File: src/rtl/secuenciador_pkg.sv
// Shared types and sizing helpers for the reduction sequencer.
package secuenciador_pkg;

  typedef enum logic [2:0] {
    S_ESPERA    = 3'd0,
    S_CARGA     = 3'd1,
    S_CALCULO   = 3'd2,
    S_ESCRITURA = 3'd3,
    S_FIN       = 3'd4
  } estado_t;

  localparam int LAT_CALCULO_DEF = 2;

  // The compute counter must be able to hold LAT_CALCULO itself.
  function automatic int ancho_contador(input int lat);
    return $clog2(lat + 1);
  endfunction

endpackage

File: src/rtl/contador_coordenadas.sv
// Output-image walker: holds the coordinates of the current group, advances
// them row-major in steps of N_CARRILES and flags the final group.
module contador_coordenadas #(
  parameter int N_CARRILES  = 4,
  parameter int ANCHO_COORD = 10
) (
  input  logic                   clk,
  input  logic                   rst_n,
  input  logic                   limpiar,
  input  logic                   avanzar_grupo,
  input  logic [ANCHO_COORD-1:0] ancho,
  input  logic [ANCHO_COORD-1:0] alto,
  output logic [ANCHO_COORD-1:0] x,
  output logic [ANCHO_COORD-1:0] y,
  output logic                   ultimo_grupo
);

  localparam logic [ANCHO_COORD:0]   PASO_X = (ANCHO_COORD+1)'(N_CARRILES);
  localparam logic [ANCHO_COORD-1:0] UNO    = ANCHO_COORD'(1);

  logic [ANCHO_COORD:0] x_siguiente;
  logic                 fila_cierra;

  // One extra bit keeps x+N from wrapping near the top of the coordinate range.
  assign x_siguiente  = {1'b0, x} + PASO_X;
  assign fila_cierra  = x_siguiente >= {1'b0, ancho};
  assign ultimo_grupo = fila_cierra && (y == alto - UNO);

  always_ff @(posedge clk or negedge rst_n) begin
    if (!rst_n) begin
      x <= '0;
      y <= '0;
    end else if (limpiar) begin
      x <= '0;
      y <= '0;
    end else if (avanzar_grupo) begin
      if (fila_cierra) begin
        x <= '0;
        y <= y + UNO;
      end else begin
        x <= x_siguiente[ANCHO_COORD-1:0];
      end
    end
  end

endmodule

File: src/rtl/secuenciador_reduccion.sv
// Group sequencer for the parallel bilinear downscaler: load/compute/write per
// group of lanes. Define SECUENCIADOR_PERF_EN to add the ciclos_oper busy counter.
module secuenciador_reduccion
  import secuenciador_pkg::*;
#(
  parameter int N_CARRILES  = 4,
  parameter int ANCHO_COORD = 10,
  parameter int LAT_CALCULO = LAT_CALCULO_DEF
) (
  input  logic                   clk,
  input  logic                   rst_n,
  input  logic                   iniciar,
  input  logic                   abortar,
  input  logic                   modo_paso,
  input  logic                   paso,
  input  logic [ANCHO_COORD-1:0] ancho_sal,
  input  logic [ANCHO_COORD-1:0] alto_sal,
  input  logic                   mem_listo,
  output logic                   cargar,
  output logic                   calcular,
  output logic                   escribir,
  output logic [ANCHO_COORD-1:0] x_sal,
  output logic [ANCHO_COORD-1:0] y_sal,
  output logic [N_CARRILES-1:0]  carriles_validos,
  output logic                   ocupado,
  output logic                   listo,
  output logic                   fin_imagen
`ifdef SECUENCIADOR_PERF_EN
  ,
  output logic [31:0]            ciclos_oper
`endif
);

  localparam int ANCHO_CNT = ancho_contador(LAT_CALCULO);
  localparam logic [ANCHO_CNT-1:0] CNT_ULTIMO = ANCHO_CNT'(LAT_CALCULO - 1);

  estado_t                estado;
  logic [ANCHO_CNT-1:0]   cnt_calculo;
  logic [ANCHO_COORD-1:0] ancho_lat;
  logic [ANCHO_COORD-1:0] alto_lat;
  logic                   avanzar;
  logic                   arranque;
  logic                   ultimo_grupo;
  logic                   avanzar_grupo;

  assign avanzar  = modo_paso ? paso : 1'b1;
  assign arranque = avanzar && !abortar && iniciar &&
                    (ancho_sal != '0) && (alto_sal != '0) &&
                    ((estado == S_ESPERA) || (estado == S_FIN));
  assign avanzar_grupo = (estado == S_ESCRITURA) && avanzar && !abortar && !ultimo_grupo;

  contador_coordenadas #(
    .N_CARRILES (N_CARRILES),
    .ANCHO_COORD(ANCHO_COORD)
  ) u_coordenadas (
    .clk          (clk),
    .rst_n        (rst_n),
    .limpiar      (abortar || arranque),
    .avanzar_grupo(avanzar_grupo),
    .ancho        (ancho_lat),
    .alto         (alto_lat),
    .x            (x_sal),
    .y            (y_sal),
    .ultimo_grupo (ultimo_grupo)
  );

  // abortar overrides everything else, including a pending step.
  always_ff @(posedge clk or negedge rst_n) begin
    if (!rst_n) begin
      estado      <= S_ESPERA;
      cnt_calculo <= '0;
      ancho_lat   <= '0;
      alto_lat    <= '0;
    end else if (abortar) begin
      estado      <= S_ESPERA;
      cnt_calculo <= '0;
    end else if (avanzar) begin
      if (arranque) begin
        ancho_lat <= ancho_sal;
        alto_lat  <= alto_sal;
      end
      case (estado)
        S_ESPERA:    if (arranque) estado <= S_CARGA;
        S_CARGA: begin
          if (mem_listo) begin
            estado      <= S_CALCULO;
            cnt_calculo <= '0;
          end
        end
        S_CALCULO: begin
          if (cnt_calculo == CNT_ULTIMO) estado <= S_ESCRITURA;
          else cnt_calculo <= cnt_calculo + ANCHO_CNT'(1);
        end
        S_ESCRITURA: estado <= ultimo_grupo ? S_FIN : S_CARGA;
        S_FIN:       estado <= arranque ? S_CARGA : S_ESPERA;
        default:     estado <= S_ESPERA;
      endcase
    end
  end

  assign ocupado    = (estado == S_CARGA) || (estado == S_CALCULO) || (estado == S_ESCRITURA);
  assign listo      = (estado == S_ESPERA) || (estado == S_FIN);
  assign cargar     = (estado == S_CARGA) && avanzar && mem_listo;
  assign calcular   = (estado == S_CALCULO) && avanzar;
  assign escribir   = (estado == S_ESCRITURA) && avanzar;
  assign fin_imagen = (estado == S_FIN) && avanzar;

  always_comb begin
    carriles_validos = '0;
    for (int i = 0; i < N_CARRILES; i++) begin
      carriles_validos[i] = ocupado &&
        (({1'b0, x_sal} + (ANCHO_COORD+1)'(i)) < {1'b0, ancho_lat});
    end
  end

`ifdef SECUENCIADOR_PERF_EN
  // Busy-cycle counter, stalls included; saturates rather than wrapping.
  always_ff @(posedge clk or negedge rst_n) begin
    if (!rst_n) begin
      ciclos_oper <= '0;
    end else if (arranque) begin
      ciclos_oper <= '0;
    end else if (ocupado && (ciclos_oper != 32'hFFFF_FFFF)) begin
      ciclos_oper <= ciclos_oper + 32'd1;
    end
  end
`endif

endmodule

File: config.mk
export PLATFORM = sky130hd
export DESIGN_NAME = secuenciador_reduccion
export DESIGN_NICKNAME = d
export VERILOG_FILES = /design/src/rtl/secuenciador_pkg.sv /design/src/rtl/contador_coordenadas.sv /design/src/rtl/secuenciador_reduccion.sv
export SDC_FILE = /design/constraint.sdc
export NUM_CORES = 1
export LEC_CHECK = 0
export BUFFER_PORTS_ARGS = -buffer_cell sky130_fd_sc_hd__buf_4
export CAP_MARGIN = 20
export CORE_MARGIN = 1
export CORE_UTILIZATION = 45
export DETAILED_ROUTE_END_ITERATION = 10
export PLACE_DENSITY = 0.66
export SKIP_CTS_REPAIR_TIMING = 1
export SYNTH_ARGS = -nofsm -noshare
export SYNTH_HDL_FRONTEND = slang
export SYNTH_SLANG_ARGS = --single-unit
File: constraint.sdc
create_clock -name clk -period 6 [get_ports clk]
set_input_delay 1.2 -clock clk [delete_from_list [all_inputs] [get_ports clk]]
set_output_delay 1.2 -clock clk [all_outputs]
set_load 0.02 [all_outputs]
Word level (Yosys, flattened, before mapping)
Index checks and enable logic that the tools add are counted.
{"block": "classes", "eq_ne": 10, "bitwise_logic": 1, "reduce_logical": 34, "addsub": 7, "mux": 20, "n_lt_le_gt_ge": 5}
{"operator": "10-bit two-way mux", "n": 6}
{"operator": "11-bit by 10-bit less-than comparator with 1-bit output", "n": 3}
{"operator": "10-bit by 2-bit adder with 11-bit output (second input constant)", "n": 2}
{"operator": "10-bit nonzero test", "n": 2}
{"operator": "3-bit two-way mux", "n": 6}
{"operator": "1-bit logical AND", "n": 17}
{"operator": "3-bit case mux with 5 select lines", "n": 1}
{"operator": "3-bit != test (second input constant)", "n": 4}
{"operator": "10-bit by 1-bit adder with 11-bit output (second input constant)", "n": 1}
{"operator": "10-bit by 3-bit adder with 11-bit output (second input constant)", "n": 1}
{"operator": "11-bit by 10-bit >= comparator with 1-bit output", "n": 1}
{"operator": "10-bit by 1-bit adder with 10-bit output (second input constant)", "n": 1}
{"operator": "10-bit == test", "n": 1}
{"operator": "10-bit less-than comparator", "n": 1}
{"operator": "10-bit by 1-bit subtractor with 10-bit output (second input constant)", "n": 1}
{"operator": "2-bit two-way mux", "n": 4}
{"operator": "4-bit AND reduction", "n": 2}
{"operator": "3-bit by 2-bit == test with 1-bit output (second input constant)", "n": 2}
{"operator": "2-bit nonzero test", "n": 3}
{"operator": "1-bit logical OR", "n": 4}
{"operator": "2-bit case mux with 2 select lines", "n": 1}
{"operator": "3-bit by 1-bit == test with 1-bit output (second input constant)", "n": 1}
{"operator": "3-bit == test (second input constant)", "n": 1}
{"operator": "3-bit logical NOT", "n": 1}
{"operator": "other kinds (8)", "n": 10}
{"block": "totals", "output_inout_bits": 30, "input_bits": 27, "regBits": 45}

Logic depth before layout (Yosys ltp)
{"block": "logic_depth", "depth_word": 10, "mapped_depth": 13, "depth_no_buf": 11}

Cells and area by module
A second synthesis with hierarchy kept.
{"block": "unflattened", "hier_cells": 473, "hier_area_um2": 4135.2}
{"mod": "secuenciador_reduccion", "cells_each": 275, "n_inst": 1, "area_each_um2": 2516.2}
{"mod": "contador_coordenadas", "cells_each": 198, "n_inst": 1, "area_each_um2": 1619.1}

Least setup slack after synthesis
No wires, ideal clock.
{"block": "synth_path", "path_type": "register -> output", "from": "register u_coordenadas.x[2]", "to": "output port carriles_validos[2]", "t_required_ns": 4.800, "arrival_time_ns": 2.543, "stages_incl_launch_ff": 10, "path_slack_ns": 2.257, "cell_sequence": "dfrtp_1 > inv_1 > ha_1 > o21bai_1 > a21o_1 > a21o_1 > a41oi_1 > o21ai_0 > a211o_1 > a311oi_1"}
{"block": "synth_via", "elab_chain_cells": 3}
{"element": "start: declaration", "line": "contador_coordenadas.sv:13", "source": "output logic [ANCHO_COORD-1:0] x,"}
{"element": "start signal: assignment", "line": "contador_coordenadas.sv:41", "source": "x <= x_siguiente[ANCHO_COORD-1:0];"}
{"element": "10-bit by 2-bit adder with 11-bit output", "line": "secuenciador_reduccion.sv:112", "source": "(({1'b0, x_sal} + (ANCHO_COORD+1)'(i)) < {1'b0, ancho_lat});"}
{"element": "11-bit by 10-bit less-than comparator with 1-bit output", "line": "secuenciador_reduccion.sv:112"}
{"element": "1-bit logical AND", "line": "secuenciador_reduccion.sv:111", "source": "carriles_validos[i] = ocupado &&"}
{"element": "end: declaration", "line": "secuenciador_reduccion.sv:24", "source": "output logic [N_CARRILES-1:0] carriles_validos,"}
No other way between the ends.

Final worst setup path
Same ends and word-level chain as after synthesis.

==> summary.md <==
| Metric | Value |
|---|---|
| Worst-skew pair later-pin latency | 0.30 ns |
| Sequential fraction of the synthesis area | 0.3276 |
| Post-synth EDFFs | 0 |
| Area Overhead vs Synth | 16.53% |
| Final period demand of the worst path | 3.987 ns |
| Slew headroom | 0.4843 |
| CORE AREA | 0.006907 mm2 |
| Final antenna-violating net count | 0 |
| DRT iter0 DRCs | 105 |
| Synth top area cells | dfrtp_1 33%, ha_1 13%, nand2_1 3.8%, o21ai_0 3.7%, nor2_1 3.4% |
| Post-Syn Instances | 370 |
| Endpoint type of the worst setup path | output pin |
| Overflow after GRT | 0 |
| Initial antenna violation count | 0 |
| Vias post-DR | 2,785 |
| # DRC | 0 |
| Leakage | 1.897 nW |
| GRT Total Usage | 0.2127 |
| Crit path kind | reg -> out |
| Worst vdd ir | 0.1069 mV |
| Crit path largest cell delay | 0.56 ns |
| Slowest cell on the critical path | dfrtp_1 |
| Largest area contributor in the netlist | dfrtp_1 |
| Crit-path leading delay family | compound AO/OA/AOI/OAI gates |
| Pre-CTS setup slack | 2.348 ns |
| Pwr Density | 236.7 mW/mm2 |
| Post-synth ARST share | 1.000 |
| Final Max Tran Viols | 0 |
| IO Port Bufs | 54 |
| CTS tree | done |
| First-pass DRT Iterations | 4 |
| Final setup viols | 0 |
| Hpwl dp | 5781 um |
| Avg Vias per Cell | 5.526 |
| H-tree depth | 2 |
| Vias in the first global route | 2,553 |
| RSZ-0062 raised after global routing | false |
| Ys flop type | dfrtp_1 |
| Reg clk slew, reported paths | 0.09 ns |
| Total Power | 0.9061 mW |
| GPL Wtd Cong | 0.9098 |
| Startpoint types | register |
| Hold Path Class | reg -> reg |
| Die width | 87.43 um |
| Share of layout cells above drive strength 1 | 0.2181 |
| Synth warn | 0 |
| Mean Syn Cell Area | 8.877 um2 |
| Routed WL | 7669 um |
| FF+latch count, synth | 43 |
| DP Area | 0.003715 mm2 |
| Final core occ | 0.5542 |
| Height of the die | 87.43 um |
| Final worst-path cycle share | 0.6645 |
| Final instance area | 0.003827 mm2 |
| # IOs | 57 |
| Initial Utilization | 0.4755 |
| Most frequent CP cell | a21o_1 |
| Largest net degree at the start of global routing | 44 |
| Num rows | 30 |
| CP cell instances | inv_1 > ha_1 > o21bai_1 > a21o_1 > a21o_1 > a41oi_1 > o21ai_0 > a211o_1 > a311oi_1 > buf_4 |
| Sink Count | 43 |
| Max clock buf depth | 2 |
| Setup tns final | 0 ns |
| Synth top area share | 0.3276 |
| Crit path buf inv count | 2 |
| Distinct cells, synth | 55 |
| WL/cell | 15.22 um |
| Tightest Pin Transition | 0.7677 ns |
| Diodes inserted | 0 |
| Critical-path maximum fanout | 11 |
| Status | complete, no violations |
| Post-Syn Area | 0.003284 mm2 |
| Die area | 0.007644 mm2 |
| Worst Path Required | 4.80 ns |
| Critical path data arrival time | 2.79 ns |
| First-pass GRT wire length | 12,610 um |
| Root buffer cell | clkbuf_8 |
| Final hold vios | 0 |
| Max-Cap Viols | 0 |
| Fmax | 250.8 MHz |
| Final nets | 469 |
| Clk_skew | 0.01511 ns |
| CTS buffer count | 5 |
| Final worst slack | 2.013 ns |
==> through the flow <==
stage               std cells  hold slack (ns)
CTS                       504           0.5461
global placement          496           0.5072
floorplan                 371           0.4862
finish                    504           0.5467
global route              504           0.5762
detailed placement        496           0.5253
==> routing by layer <==
metal  vias up  GRT usage  share of wire
li1       1402          -              -
met1      1313     0.3312           0.52
met2        68     0.3061           0.43
met3         2    0.03318          0.047
met4         0    0.04620         0.0047
met5         -          0              0
==> tightest hold or removal path, stage by stage, from the launching register on <==
cell and delay [ns]:
dfrtp_1 0.36, mux2i_1 0.07, nor2_1 0.08
==> state kept, by name, summed over array words and instances (netlist names) <==
| name | flops |
|---|---|
| u_coordenadas.y | 10 |
| cnt_calculo | 2 |
| u_coordenadas.x | 8 |
| estado | 3 |
| ancho_lat | 10 |
| alto_lat | 10 |
==> Yosys cell counts, types with 2 or more instances <==
| master | count |
|---|---|
| dfrtp_1 | 43 |
| ha_1 | 35 |
| nand2_1 | 33 |
| nor2_1 | 30 |
| o21ai_0 | 24 |
| clkbuf_1 | 23 |
| inv_1 | 20 |
| nand3_1 | 11 |
| a21o_1 | 10 |
| nand4_1 | 10 |
| xnor2_1 | 10 |
| a21oi_1 | 9 |
| mux2_2 | 8 |
| nand2b_1 | 7 |
| nor3_1 | 7 |
| xor2_1 | 7 |
| a32o_1 | 6 |
| mux2i_1 | 6 |
| nor4_1 | 6 |
| a31oi_1 | 5 |
| nor2b_1 | 4 |
| or2_2 | 4 |
| a21oi_2 | 3 |
| a31o_1 | 3 |
| and3_1 | 3 |
| nor3b_1 | 3 |
| a211o_1 | 2 |
| a211oi_1 | 2 |
| a311oi_1 | 2 |
| a31o_2 | 2 |
| a41o_1 | 2 |
| buf_4 | 2 |
| nand3b_1 | 2 |
| nor4b_1 | 2 |
| o21a_1 | 2 |
| o311a_1 | 2 |
| or3_1 | 2 |
==> where the power goes <==
part,internal (mW),switching (mW),leakage (nW)
clock,0.124,0.106,0.0581
sequential,0.328,0.0439,0.563
combinational,0.134,0.170,1.28
total,0.586,0.320,1.90
==> logic make-up after synthesis <==
group           Yosys count  share of synthesized area
compound gates           82                     0.1840
xor+xnor                 17                    0.04533
fa+ha+maj                35                     0.1333
buf+inv                  47                    0.05828
flops                    43                     0.3276
mux                      14                    0.04572
other cells               1                   0.001142
simple gates            131                     0.2046
==> layout by cell type (no fill, tap or decap), types with 6 or more instances in the layout <==
master and instances:
xor2_1 7, dfrtp_1 43, nand2_1 33, nand2b_1 7, mux2_2 8, a21oi_1 9
nor4_1 6, buf_4 56, a21o_1 10, nand3_1 11, nand4_1 10, nor3_1 7
nor2_1 29, mux2i_1 6, o21ai_0 24, a32o_1 6, ha_1 35, xnor2_1 10
inv_1 20
==> path summary, 6_finish.rpt <==
| check | startpoint | slack, ns | endpoint | depth (start not counted) |
|---|---|---|---|---|
| max in group asynchronous | rst_n | 4.72 | u_coordenadas.x[9] | 1 |
| max | u_coordenadas.x[2] | 2.01 | carriles_validos[2] | 10 |
| min in group asynchronous | rst_n | 0.87 | ancho_lat[9] | 1 |
| min reg2reg | cnt_calculo[1] | 0.55 | cnt_calculo[1] | 2 |
| min | cnt_calculo[1] | 0.55 | cnt_calculo[1] | 2 |
| max reg2reg | u_coordenadas.x[3] | 2.58 | u_coordenadas.x[8] | 10 |
==> cell type report <==
| cell class | instances | area, um2 |
|---|---|---|
| Timing Repair Buffer | 56 | 420.4 |
| Fill cell | 656 | 3079 |
| Multi-Input combinational cell | 281 | 2023 |
| Clock inverter | 3 | 43.79 |
| Clock buffer | 5 | 68.82 |
| Inverter | 20 | 75.07 |
| Tap cell | 96 | 120.1 |
| Sequential cell | 43 | 1076 |
(Power assumes the default switching activity.)
